File: src/rtl/mmm_pkg.sv
`default_nettype none
// ============================================================================
// mmm_pkg : shared constants, state encoding and sizing helper for the MMM Rj
// Rev 1.0
// ============================================================================
package mmm_pkg;

    localparam int MMM_WIDTH_DEFAULT = 8;

    localparam logic [1:0] ST_IDLE = 2'd0;
    localparam logic [1:0] ST_RUN  = 2'd1;
    localparam logic [1:0] ST_FIN  = 2'd2;

    // Rj needs two bits of headroom over the operand for R + a_i*B + q*M
    function automatic int mmm_reg_w(input int width);
        return width + 2;
    endfunction

endpackage
`default_nettype wire

File: src/rtl/mmm_iter_cnt.sv
`default_nettype none
// ============================================================================
// mmm_iter_cnt : iteration counter, wraps after WIDTH-1, flags last iteration
// Rev 1.0
// ============================================================================
module mmm_iter_cnt #(
    parameter int WIDTH = 8,
    parameter int CNT_W = $clog2(WIDTH + 1)
) (
    input  logic             clk,
    input  logic             rstb,
    input  logic             clr,
    input  logic             en,
    output logic [CNT_W-1:0] cnt,
    output logic             last
);

    localparam logic [CNT_W-1:0] C_LAST = CNT_W'(WIDTH - 1);

    logic [CNT_W-1:0] r_cnt;

    always_ff @(posedge clk or negedge rstb) begin
        if (!rstb) begin
            r_cnt <= '0;
        end else if (clr) begin
            r_cnt <= '0;
        end else if (en) begin
            r_cnt <= (r_cnt == C_LAST) ? '0 : r_cnt + CNT_W'(1);
        end
    end

    assign cnt  = r_cnt;
    assign last = (r_cnt == C_LAST);

endmodule
`default_nettype wire

File: src/rtl/mmm_rj_seq_reg.sv
`default_nettype none
// ============================================================================
// mmm_rj_seq_reg : Montgomery partial-result register with iteration sequencer
// Rev 1.0
// ============================================================================
module mmm_rj_seq_reg
    import mmm_pkg::*;
#(
    parameter int WIDTH = MMM_WIDTH_DEFAULT,
    parameter int REG_W = mmm_reg_w(WIDTH),
    parameter int CNT_W = $clog2(WIDTH + 1)
) (
    input  logic             clk,
    input  logic             rstb,
    input  logic             en,
    input  logic             rst_mmm_i,
    input  logic             start,
    input  logic             ld_a,
    input  logic [REG_W-1:0] rjo,
    input  logic [WIDTH-1:0] modulus,
    output logic [REG_W-1:0] reg_rji,
    output logic [CNT_W-1:0] bit_idx,
    output logic             busy,
    output logic             done,
    output logic             ge_mod
);

    logic [1:0]       r_state;
    logic [REG_W-1:0] r_rj;
    logic             r_busy;
    logic             r_done;
    logic             r_ge;

    logic [REG_W-1:0] w_shift;
    logic [REG_W-1:0] w_mod_ext;
    logic             w_cnt_clr;
    logic             w_cnt_en;
    logic             w_last;

    assign w_shift   = rjo >> 1;
    assign w_mod_ext = REG_W'(modulus);

    assign w_cnt_clr = !rst_mmm_i || (en && (r_state == ST_IDLE) && start);
    assign w_cnt_en  = rst_mmm_i && en && (r_state == ST_RUN) && !ld_a;

    mmm_iter_cnt #(
        .WIDTH (WIDTH),
        .CNT_W (CNT_W)
    ) u_iter_cnt (
        .clk  (clk),
        .rstb (rstb),
        .clr  (w_cnt_clr),
        .en   (w_cnt_en),
        .cnt  (bit_idx),
        .last (w_last)
    );

    // ge_mod is loaded on the edge into FIN so it is already valid alongside done
    always_ff @(posedge clk or negedge rstb) begin
        if (!rstb) begin
            r_state <= ST_IDLE;
            r_rj    <= '0;
            r_busy  <= 1'b0;
            r_done  <= 1'b0;
            r_ge    <= 1'b0;
        end else if (!rst_mmm_i) begin
            r_state <= ST_IDLE;
            r_rj    <= '0;
            r_busy  <= 1'b0;
            r_done  <= 1'b0;
            r_ge    <= 1'b0;
        end else if (!en) begin
            r_done  <= 1'b0;
        end else begin
            r_done <= 1'b0;
            case (r_state)
                ST_IDLE: begin
                    if (start) begin
                        r_rj    <= '0;
                        r_busy  <= 1'b1;
                        r_state <= ST_RUN;
                    end else if (ld_a) begin
                        r_rj    <= '0;
                    end
                end
                ST_RUN: begin
                    if (ld_a) begin
                        r_rj <= '0;
                    end else begin
                        r_rj <= w_shift;
                        if (w_last) begin
                            r_busy  <= 1'b0;
                            r_done  <= 1'b1;
                            r_ge    <= (w_shift >= w_mod_ext);
                            r_state <= ST_FIN;
                        end
                    end
                end
                ST_FIN: begin
                    r_ge    <= (r_rj >= w_mod_ext);
                    r_state <= ST_IDLE;
                end
                default: begin
                    r_busy  <= 1'b0;
                    r_state <= ST_IDLE;
                end
            endcase
        end
    end

    assign reg_rji = r_rj;
    assign busy    = r_busy;
    assign done    = r_done;
    assign ge_mod  = r_ge;

endmodule
`default_nettype wire

File: config.mk
export PLATFORM = sky130hd
export DESIGN_NAME = mmm_rj_seq_reg
export DESIGN_NICKNAME = d
export VERILOG_FILES = /design/src/rtl/mmm_pkg.sv /design/src/rtl/mmm_iter_cnt.sv /design/src/rtl/mmm_rj_seq_reg.sv
export SDC_FILE = /design/constraint.sdc
export NUM_CORES = 1
export LEC_CHECK = 0
export ABC_AREA = 1
export ABC_CLOCK_PERIOD_IN_PS = 2800
export CAP_MARGIN = 10
export CORE_ASPECT_RATIO = 1.4
export CORE_MARGIN = 1
export CORE_UTILIZATION = 40
export DETAILED_ROUTE_END_ITERATION = 6
export MAX_ROUTING_LAYER = met4
export PLACE_DENSITY = 0.77
export SLEW_MARGIN = 40
export SYNTH_ARGS = -nofsm -noshare
export SYNTH_HDL_FRONTEND = slang
export SYNTH_HIERARCHICAL = 1
export SYNTH_SLANG_ARGS = --single-unit
File: constraint.sdc
create_clock -name clk -period 2.8 [get_ports clk]
set_input_delay 0.28 -clock clk [delete_from_list [all_inputs] [get_ports clk]]
set_output_delay 0.28 -clock clk [all_outputs]
set_load 0.02 [all_outputs]
Yosys cells after proc, flatten, opt, wreduce, memory -nomap -nowiden
Cells that the tools add are included.
{ "op_classes": {"addsub": 1, "order_cmp": 2, "n_eq_ne": 11, "reduce_logical": 14, "muxes": 31} }
{ "op_table": {"columns": ["cell", "n"], "rows": [
  ["$mux W10", 4],
  ["$pmux W10 S2", 1],
  ["$mux W1", 14],
  ["$mux W4", 3],
  ["$ge A10 B8 Y1", 1],
  ["$mux W2", 5],
  ["$ge A9 B8 Y1", 1],
  ["$mux W9", 1],
  ["$reduce_and A4 Y1", 2],
  ["$ne A3 B1 Y1 const B", 2],
  ["$ne A3 B3 Y1 const B", 2],
  ["$logic_and A1 B1 Y1", 5],
  ["$reduce_and A5 Y1", 1],
  ["$add A4 B1 Y4 const B", 1],
  ["$eq A4 B3 Y1 const B", 1],
  ["$ne A2 B2 Y1 const B", 2],
  ["$ne A4 B4 Y1 const B", 1],
  ["$pmux W2 S2", 1],
  ["$ne A3 B2 Y1 const B", 1],
  ["$pmux W1 S3", 1],
  ["$reduce_and A3 Y1", 1],
  ["$eq A2 B1 Y1 const B", 1],
  ["$eq A2 B2 Y1 const B", 1],
  ["$logic_not A1 Y1", 2],
  ["4 further kinds", 4]
]} }
{ "word_totals": {"register_bits": 19} }

Depth between registers and ports, before layout
Gate-level depths: netlist of run 1.
{ "logic_depth": {"word_depth": 6, "ltp_mapped": 10} }

Hierarchy
The synthesis of run 1 kept the hierarchy.
{ "modules_own_cells": {"columns": ["mod", "n_inst", "area_per_inst_um2", "cells_per_inst"], "rows": [
  ["mmm_rj_seq_reg", 1, 1214.9, 157],
  ["mmm_iter_cnt", 1, 219.0, 30]
]} }

Worst setup path after synthesis of run 1
Ideal clock, no wire load.
{ "synth_path": {"kind": "register to register", "startpoint": "reg u_iter_cnt.r_cnt[0] (netlist: u_iter_cnt/cnt[0])", "endpoint": "reg r_busy (netlist: busy)", "stages_incl_launch_ff": 11, "t_arrival_ns": 1.442, "slack_ns": 1.241, "path_cell_list": "dfrtp_1 ha_1 nand2_2 nor2_2 o21ai_1 nand2_1 nand2_2 a21oi_2 o21ai_1 nand2_1 nand2_1"} }
{ "synth_between": {"elab_chain_cells": 3} }
{ "synth_lines": {"columns": ["element", "line_no", "rtl"], "rows": [
  ["from (decl)", "mmm_iter_cnt.sv:20", "logic [CNT_W-1:0] r_cnt;"],
  ["from (signal assigned)", "mmm_iter_cnt.sv:28", "r_cnt <= (r_cnt == C_LAST) ? '0 : r_cnt + CNT_W'(1);"],
  ["$eq A4 B3 Y1", "mmm_iter_cnt.sv:33", "assign last = (r_cnt == C_LAST);"],
  ["net w_last", "mmm_rj_seq_reg.sv:38", "logic w_last;"],
  ["$ne A3 B2 Y1 (no source line)", null, null],
  ["$reduce_and A5 Y1 (no source line)", null, null],
  ["to (signal assigned)", "mmm_rj_seq_reg.sv:63", "r_busy <= 1'b0;"],
  ["to (signal assigned)", "mmm_rj_seq_reg.sv:69", "r_busy <= 1'b0;"],
  ["to (signal assigned)", "mmm_rj_seq_reg.sv:80", "r_busy <= 1'b1;"],
  ["to (decl)", "mmm_rj_seq_reg.sv:30", "logic r_busy;"]
]} }
The timed path passes the listed nets, and every way through them passes these cells.
A chain may end at the register's enable or synchronous reset.

Worst setup path after layout of run 1
{ "layout_path": {"startpoint": "in rst_mmm_i", "endpoint": "reg r_rj[5] (netlist: reg_rji[5])"} }
{ "layout_between": {"elab_chain_cells": 2, "elab_cells_between_ends": 5} }
{ "layout_lines": {"columns": ["element", "line_no", "rtl"], "rows": [
  ["from (decl)", "mmm_rj_seq_reg.sv:16", "input logic rst_mmm_i,"],
  ["$ne A4 B4 Y1 (no source line) (tied with other cells)", null, null],
  ["$reduce_and A3 Y1 (no source line)", null, null],
  ["to (signal assigned)", "mmm_rj_seq_reg.sv:90", "r_rj <= w_shift;"],
  ["to (decl)", "mmm_rj_seq_reg.sv:29", "logic [REG_W-1:0] r_rj;"]
]} }
Several ways; a longest one is shown, not always the timed one.

==> results.md, run 1 <==
* Horizontal extent of the die at 52.60 um
* Skew final at 0.0004442 ns
* Count of synthesis-stage warnings from yosys at 6
* Number of distinct library cells after synthesis at 28
* Setup TNS at 0 ns
* Power per Cell Area at 479.3 nW/um2
* DRC violation count after routing at 0
* Routed vias/inst at 4.799
* Count of pins over their slew limit at 0
* Nature of the critical path endpoint: flop
* Count of TritonRoute iterations in the first routing pass at 4
* Crit path from: rst_mmm_i
* Total net switching power at 335.5 uW
* Die Span Y at 72.84 um
* Clock latency on the worst-skew pair at 0.26 ns
* Sw frac at 36.90%
* Sequential share of the synthesized area at 31.41%
* Clock-pin transition on the worst setup and hold timing paths at 0.07 ns
* Cell type with the highest aggregate area in the netlist: dfrtp_1
* Top-level port count at 41
* Buffers inserted by post-CTS timing repair at 0
* Worst hold path class: input port to asynchronous set/reset pin
* VDD IR-drop max at 0.3912 mV
* ANT nets after route at 0
* Maximum number of pins on one net before global-route repair at 19
* Last element of the critical path: reg_rji[5]
* Number of antenna repair diodes at 0
* Clock Power Share at 23.9%
* Area added between synthesis and finish at 32.29%
* Detailed Place HPWL at 2385 um
* Run status: complete, no violations
* Fraction of synthesized cell area taken by the top area cell type at 31.41%
* Max transition margin at 53.34%
* Number of buffers added by the clock tree synthesis step at 3
* Synthesized area per cell at 7.668 um2
* Gr ovfl total at 0
* Max Root-Sink Buffers at 2
* Combinational group share of total power at 40.8%
* Wire length after detailed routing at 3076 um
* Std cell rows at 25
* Share of layout cells above drive strength 1 at 12.72%
* RD Place Congestion at 0.8590
* Final hold violation count at 0
* Std-Cell Core Area at 3410 um2
* Global-route wire length before repair at 5209 um
* P_int at 573.7 uW
* Worst hold slack at 0.4863 ns
* Register bit count reported by yosys at 18
* RSZ-0062 raised after global routing: no
* Total Routing Usage GR at 18.54%
* Area of the die at 3831 um2
* Clock tree from TritonCTS: yes
* Final critical-path required period at 1.666 ns
* Number of global-route vias before repair at 1,254
* CTS Sinks at 18
* H-tree depth at 1
* Endpoint of the most critical register-to-register path: busy
* Worst EP arrival at 1.85 ns
* Flop-to-flop setup slack at 1.16 ns
* Final layout net count at 270
* Startpoint of the worst register-to-register path: u_iter_cnt/cnt[0]
* Pleak at 0.0009415 uW
* Number of buffers inserted for hold repair after clock tree synthesis at 1
* Cell chosen for the clock root: clkbuf_8
* Biggest area contributors in the synthesized netlist: dfrtp_1 31%, ha_1 15%, nand2_1 11%
* CP Data Required Time at 2.98 ns
* Tcrit/Tclk final at 59.50%
* Critical path fanouts, max at 18
* Transition time of the tightest slew-check pin at 0.6999 ns
* Gate Count Post-Synth at 187
* Final setup vio count at 0
* Synthesized net count at 228
* Sequential share of power at 35.4%
* WL/cell at 11.48 um
* Number of gates given a new drive strength after cts at 0
* Cell area after synthesis at 1434 um2
* Nature of the critical path startpoint: input port
* Timing-limited maximum frequency at 600.3 MHz
* Initial Util at 42.06%
* DRC marker count from the first detailed-route iteration at 22
* Type of the worst setup path: input port to flop
* Reg2reg path depth at 10
* Max Cap Violations at 0
* Antenna violations before repair at 0
* Port bufs at 38
* Vias after detailed routing at 1,286
-- Yosys cell counts --
library cell  instances
nand2_1              43
inv_1                32
dfrtp_1              18
ha_1                 17
nor2_1               17
nand3_1              12
o21ai_2               8
a21oi_1               6
nand2_2               4
nand4_1               4
inv_2                 3
a21oi_2               2
nand3b_1              2
nor2_2                2
o211ai_1              2
o21ai_1               2
o31ai_1               2
a21oi_4               1
a31oi_4               1
buf_12                1
buf_4                 1
clkinv_2              1
conb_1                1
nand3_4               1
nor2_4                1
nor3_1                1
o21ai_0               1
o22ai_1               1
-- area by class of cell --
cell class | instances | area, um2
inverters | 36 | 136.4
well taps | 40 | 50.05
flip-flops and latches | 18 | 450.4
clock buffers | 4 | 55.05
repair buffers | 39 | 385.4
fillers | 330 | 1513
multi-input cells | 131 | 819.5
-- placed cells by master, fill, tap and decap left out, drive strengths merged --
cell type	count
a31oi	1
nor2	20
nor3	1
dfrtp	18
nand2	47
conb	1
nand4	4
clkbuf	4
dlygate4sd3	1
o22ai	1
buf	1
o31ai	2
clkdlybuf4s50	37
nand3	13
ha	17
o211ai	2
clkinv	1
a21oi	9
inv	35
o21ai	11
nand3b	2
-- worst max-delay path, stage by stage --
cell and delay (ns):
clkdlybuf4s50_1 0.49, inv_2 0.18, nor2_4 0.07, a31oi_4 0.56, nand3_1 0.18, o21ai_2 0.09
-- kinds of logic (layout without fill, tap and decap cells) --
| family | after synthesis | after routing | share of synthesized area, % |
|---|---|---|---|
| adder cells (fa/ha/maj) | 17 | 17 | 14.83 |
| other | 1 | 1 | 0.2615 |
| flip-flops | 18 | 18 | 31.41 |
| AND/OR/NAND/NOR | 87 | 87 | 27.66 |
| buffers and inverters | 38 | 79 | 11.43 |
| AO/OA/AOI/OAI | 26 | 26 | 14.40 |
-- power by group through the flow --
| stage | Clock [uW] | Combinational (uW) | Sequential (uW) |
|---|---|---|---|
| 6_report | 217 | 371 | 322 |
| 5_1_grt | 233 | 413 | 327 |
| 4_1_cts | 222 | 374 | 322 |
| 3_5_place_dp | 0 | 369 | 327 |
| 3_3_place_gp | 0 | 366 | 326 |
| 2_1_floorplan | 0 | 212 | 357 |
-- metrics by stage --
step	instances	area, um2	total power, uW	utilization [%]	worst slack [ns]
global route	268	1897	973.5	55.63	0.9588
detailed placement	263	1832	695.7	53.72	0.8596
floorplan	187	1434	568.3	-	1.241
finish	268	1897	909.2	55.63	1.134
global placement	263	1837	691.8	53.87	0.8807
CTS	268	1897	917.5	55.63	1.126
-- per-layer routing --
layer / global-route usage (%) / routed length [um] / up-vias
li1: - / - / 682
met1: 22.73 / 1386 / 571
met2: 31.22 / 1535 / 28
met3: 2.500 / 108 / 5
met4: 5.263 / 46 / 0
met5: - / 0 / -
-- worst min-delay path by stage --
stage	from	to	slack (ns)	depth (start not counted)
floorplan	rstb	busy	-0.02	0
detailed placement	rstb	reg_rji[3]	0.25	1
global route	rstb	reg_rji[3]	0.54	2
finish	rstb	reg_rji[3]	0.49	2
global placement	ge_mod	ge_mod	0.47	2
CTS	ge_mod	ge_mod	0.49	2
-- sequential cells by signal (all words and copies together), names as in the netlist --
register / count
busy: 1
reg_rji: 9
r_state: 2
u_iter_cnt/cnt: 4
ge_mod: 1
done: 1
(Power assumes the default switching activity.)
==> run 2: changes to the inputs <==
ABC_CLOCK_PERIOD_IN_PS = 1600   (was 2800)
clock period = 1.6 ns   (was 2.8 ns; I/O delays follow)
==> results.md, run 2 (synthesis results as in run 1) <==
* Clock Power Share at 19.5% (-4.4 points)
* Count of TritonRoute iterations in the first routing pass at 4 (unchanged)
* Clock tree from TritonCTS: yes
* Initial Util at 42.06% (unchanged)
* WL/cell at 11.47 um (about the same)
* Setup TNS at 0 ns (unchanged)
* Clock latency on the worst-skew pair at 0.25 ns (about the same)
* Slowest stage delay, CP at 0.65 ns (+0.09 ns)
* Number of buffers inserted for hold repair after clock tree synthesis at 0 (-1)
* Clock-pin transition on the worst setup and hold timing paths at 0.07 ns (about the same)
* Final critical-path required period at 1.514 ns
* Share of layout cells above drive strength 1 at 19.18% (+6.5 points)
* Std cell rows at 25 (unchanged)
* CP top delay family: buffers and inverters
* Worst EP arrival at 1.35 ns (-0.50 ns)
* Count of pins over their slew limit at 0 (unchanged)
* Port bufs at 38 (unchanged)
* Max FFs per register at 9 (unchanged)
* DRC violation count after routing at 0 (unchanged)
* Buffers inserted by post-CTS timing repair at 0 (unchanged)
* DRC marker count from the first detailed-route iteration at 25 (+14%)
* Commonest cells after routing, fill and taps aside: 43 x nand2_1, 38 x clkdlybuf4s50_1, 32 x inv_1
* Area of the die at 3831 um2 (unchanged)
* Routed vias/inst at 4.807 (+0.18%)
* Critical path fanouts, max at 6 (-12)
* VDD IR-drop max at 0.6231 mV (+59%)
* Die Span Y at 72.84 um (unchanged)
* Gr ovfl total at 0 (unchanged)
* Sequential share of power at 34.6% (-0.8 points)
* Number of buffers added by the clock tree synthesis step at 3 (unchanged)
* Slowest stage cell on the critical path: clkdlybuf4s50_1
* Worst Slack Setup Final at 0.08552 ns (-1.049 ns)
* Timing-limited maximum frequency at 660.3 MHz
* Skew final at 0.002272 ns (+0.001828 ns)
* Max Cap Violations at 0 (unchanged)
* Maximum number of pins on one net before global-route repair at 19 (unchanged)
* Nature of the critical path endpoint: primary output
* Total net switching power at 599.0 uW (+79%)
* Series of cell instances along the critical path: clkdlybuf4s50_1
* Horizontal extent of the die at 52.60 um (unchanged)
* Flop-to-flop setup slack at 0.10 ns (-1.06 ns)
* Pre-CTS setup slack at -0.09024 ns (-0.9499 ns)
* Total Routing Usage GR at 19.64% (+1.1 points)
* Number of antenna repair diodes at 0 (unchanged)
* Type of the worst setup path: flop to primary output
* Detailed Place HPWL at 2608 um (+9.3%)
* Most common cell after layout, fill and taps aside: nand2_1
* Nature of the critical path startpoint: flop
* Pleak at 0.001031 uW (+9.5%)
* Combinational group share of total power at 46.0% (+5.2 points)
* Std-Cell Core Area at 3410 um2 (unchanged)
* Final layout net count at 288 (+6.7%)
* CP Data Required Time at 1.44 ns (-1.54 ns)
* H-tree depth at 1 (unchanged)
* ANT nets after route at 0 (unchanged)
* CTS Sinks at 18 (unchanged)
* Vias after detailed routing at 1,370 (+6.5%)
* Global-route wire length before repair at 5520 um (+6.0%)
* Power per Cell Area at 789.1 nW/um2 (+65%)
* Total design power at 1622 uW (+78%)
* Antenna violations before repair at 0 (unchanged)
* Worst hold slack at 0.2345 ns (-0.2518 ns)
* Run status: complete, no violations
* Wire length after detailed routing at 3268 um (+6.2%)
* P_int at 1023 uW (+78%)
* Area added between synthesis and finish at 43.37%
* Tcrit/Tclk final at 94.66%
* Cell chosen for the clock root: clkbuf_8
* RD Place Congestion at 0.8968 (+4.4%)
* Buf/Inv on CP at 1 (-1)
* RSZ-0062 raised after global routing: no
* Final setup vio count at 0 (unchanged)
* Final hold violation count at 0 (unchanged)
* Worst hold path class: input port to asynchronous set/reset pin
* Number of global-route vias before repair at 1,315 (+4.9%)
* Max Root-Sink Buffers at 2 (unchanged)
* Sw frac at 36.93% (about the same)
* Top-level port count at 41 (unchanged)
run 2: cell count changes in the layout (fill, tap and decap cells not counted), sizes merged:
cell           delta
clkdlybuf4s50     +1
dlygate4sd3       -1
clkbuf            -1
buf              +18
run 2: power by group through the flow:
| stage | combinational [uW] | sequential (uW) | clock, uW |
|---|---|---|---|
| CTS | 741 | 561 | 328 |
| global route | 819 | 567 | 346 |
| global placement | 729 | 568 | 0 |
| floorplan | 371 | 624 | 0 |
| finish | 746 | 561 | 316 |
| detailed placement | 735 | 569 | 0 |
run 2: worst paths after layout:
kind | startpoint | end | cells after the start
worst max-delay path | u_iter_cnt/cnt[2] | bit_idx[2] | 1
worst min-delay path | rstb | reg_rji[2] | 2
worst max register to register | u_iter_cnt/cnt[0] | busy | 10
worst min register to register | busy | busy | 2
max in group asynchronous | rstb | reg_rji[6] | 2
min in group clk | busy | busy | 2
run 2: metrics by stage:
step / std cells / instance area, um2 / utilization, %
6_report: 285 / 2056 / 60.29
5_1_grt: 285 / 2056 / 60.29
4_1_cts: 285 / 2046 / 60.00
3_5_place_dp: 282 / 2004 / 58.79
3_3_place_gp: 282 / 2004 / 58.79
2_1_floorplan: 187 / 1434 / -
run 2: layer usage:
layer / up-vias / track usage [%] / part of all wire, %
met5: - / - / 0
met1: 617 / 23.83 / 43
met3: 6 / 2.917 / 3.6
li1: 716 / - / -
met2: 31 / 32.21 / 51
met4: 0 / 7.602 / 1.9
run 2: layout make-up:
cell class                 instances  area [um2]
inverter                          36       136.4
clock buffer                       3       41.29
fill                             305        1354
sequential                        18       450.4
tap                               40       50.05
multi-input combinational        131       829.5
timing repair buffer              57       548.0
run 2: repair_timing:
item,CTS,global route
setup endpoints to repair,0,1
hold endpoints to repair,0,0
resized for setup,0,2
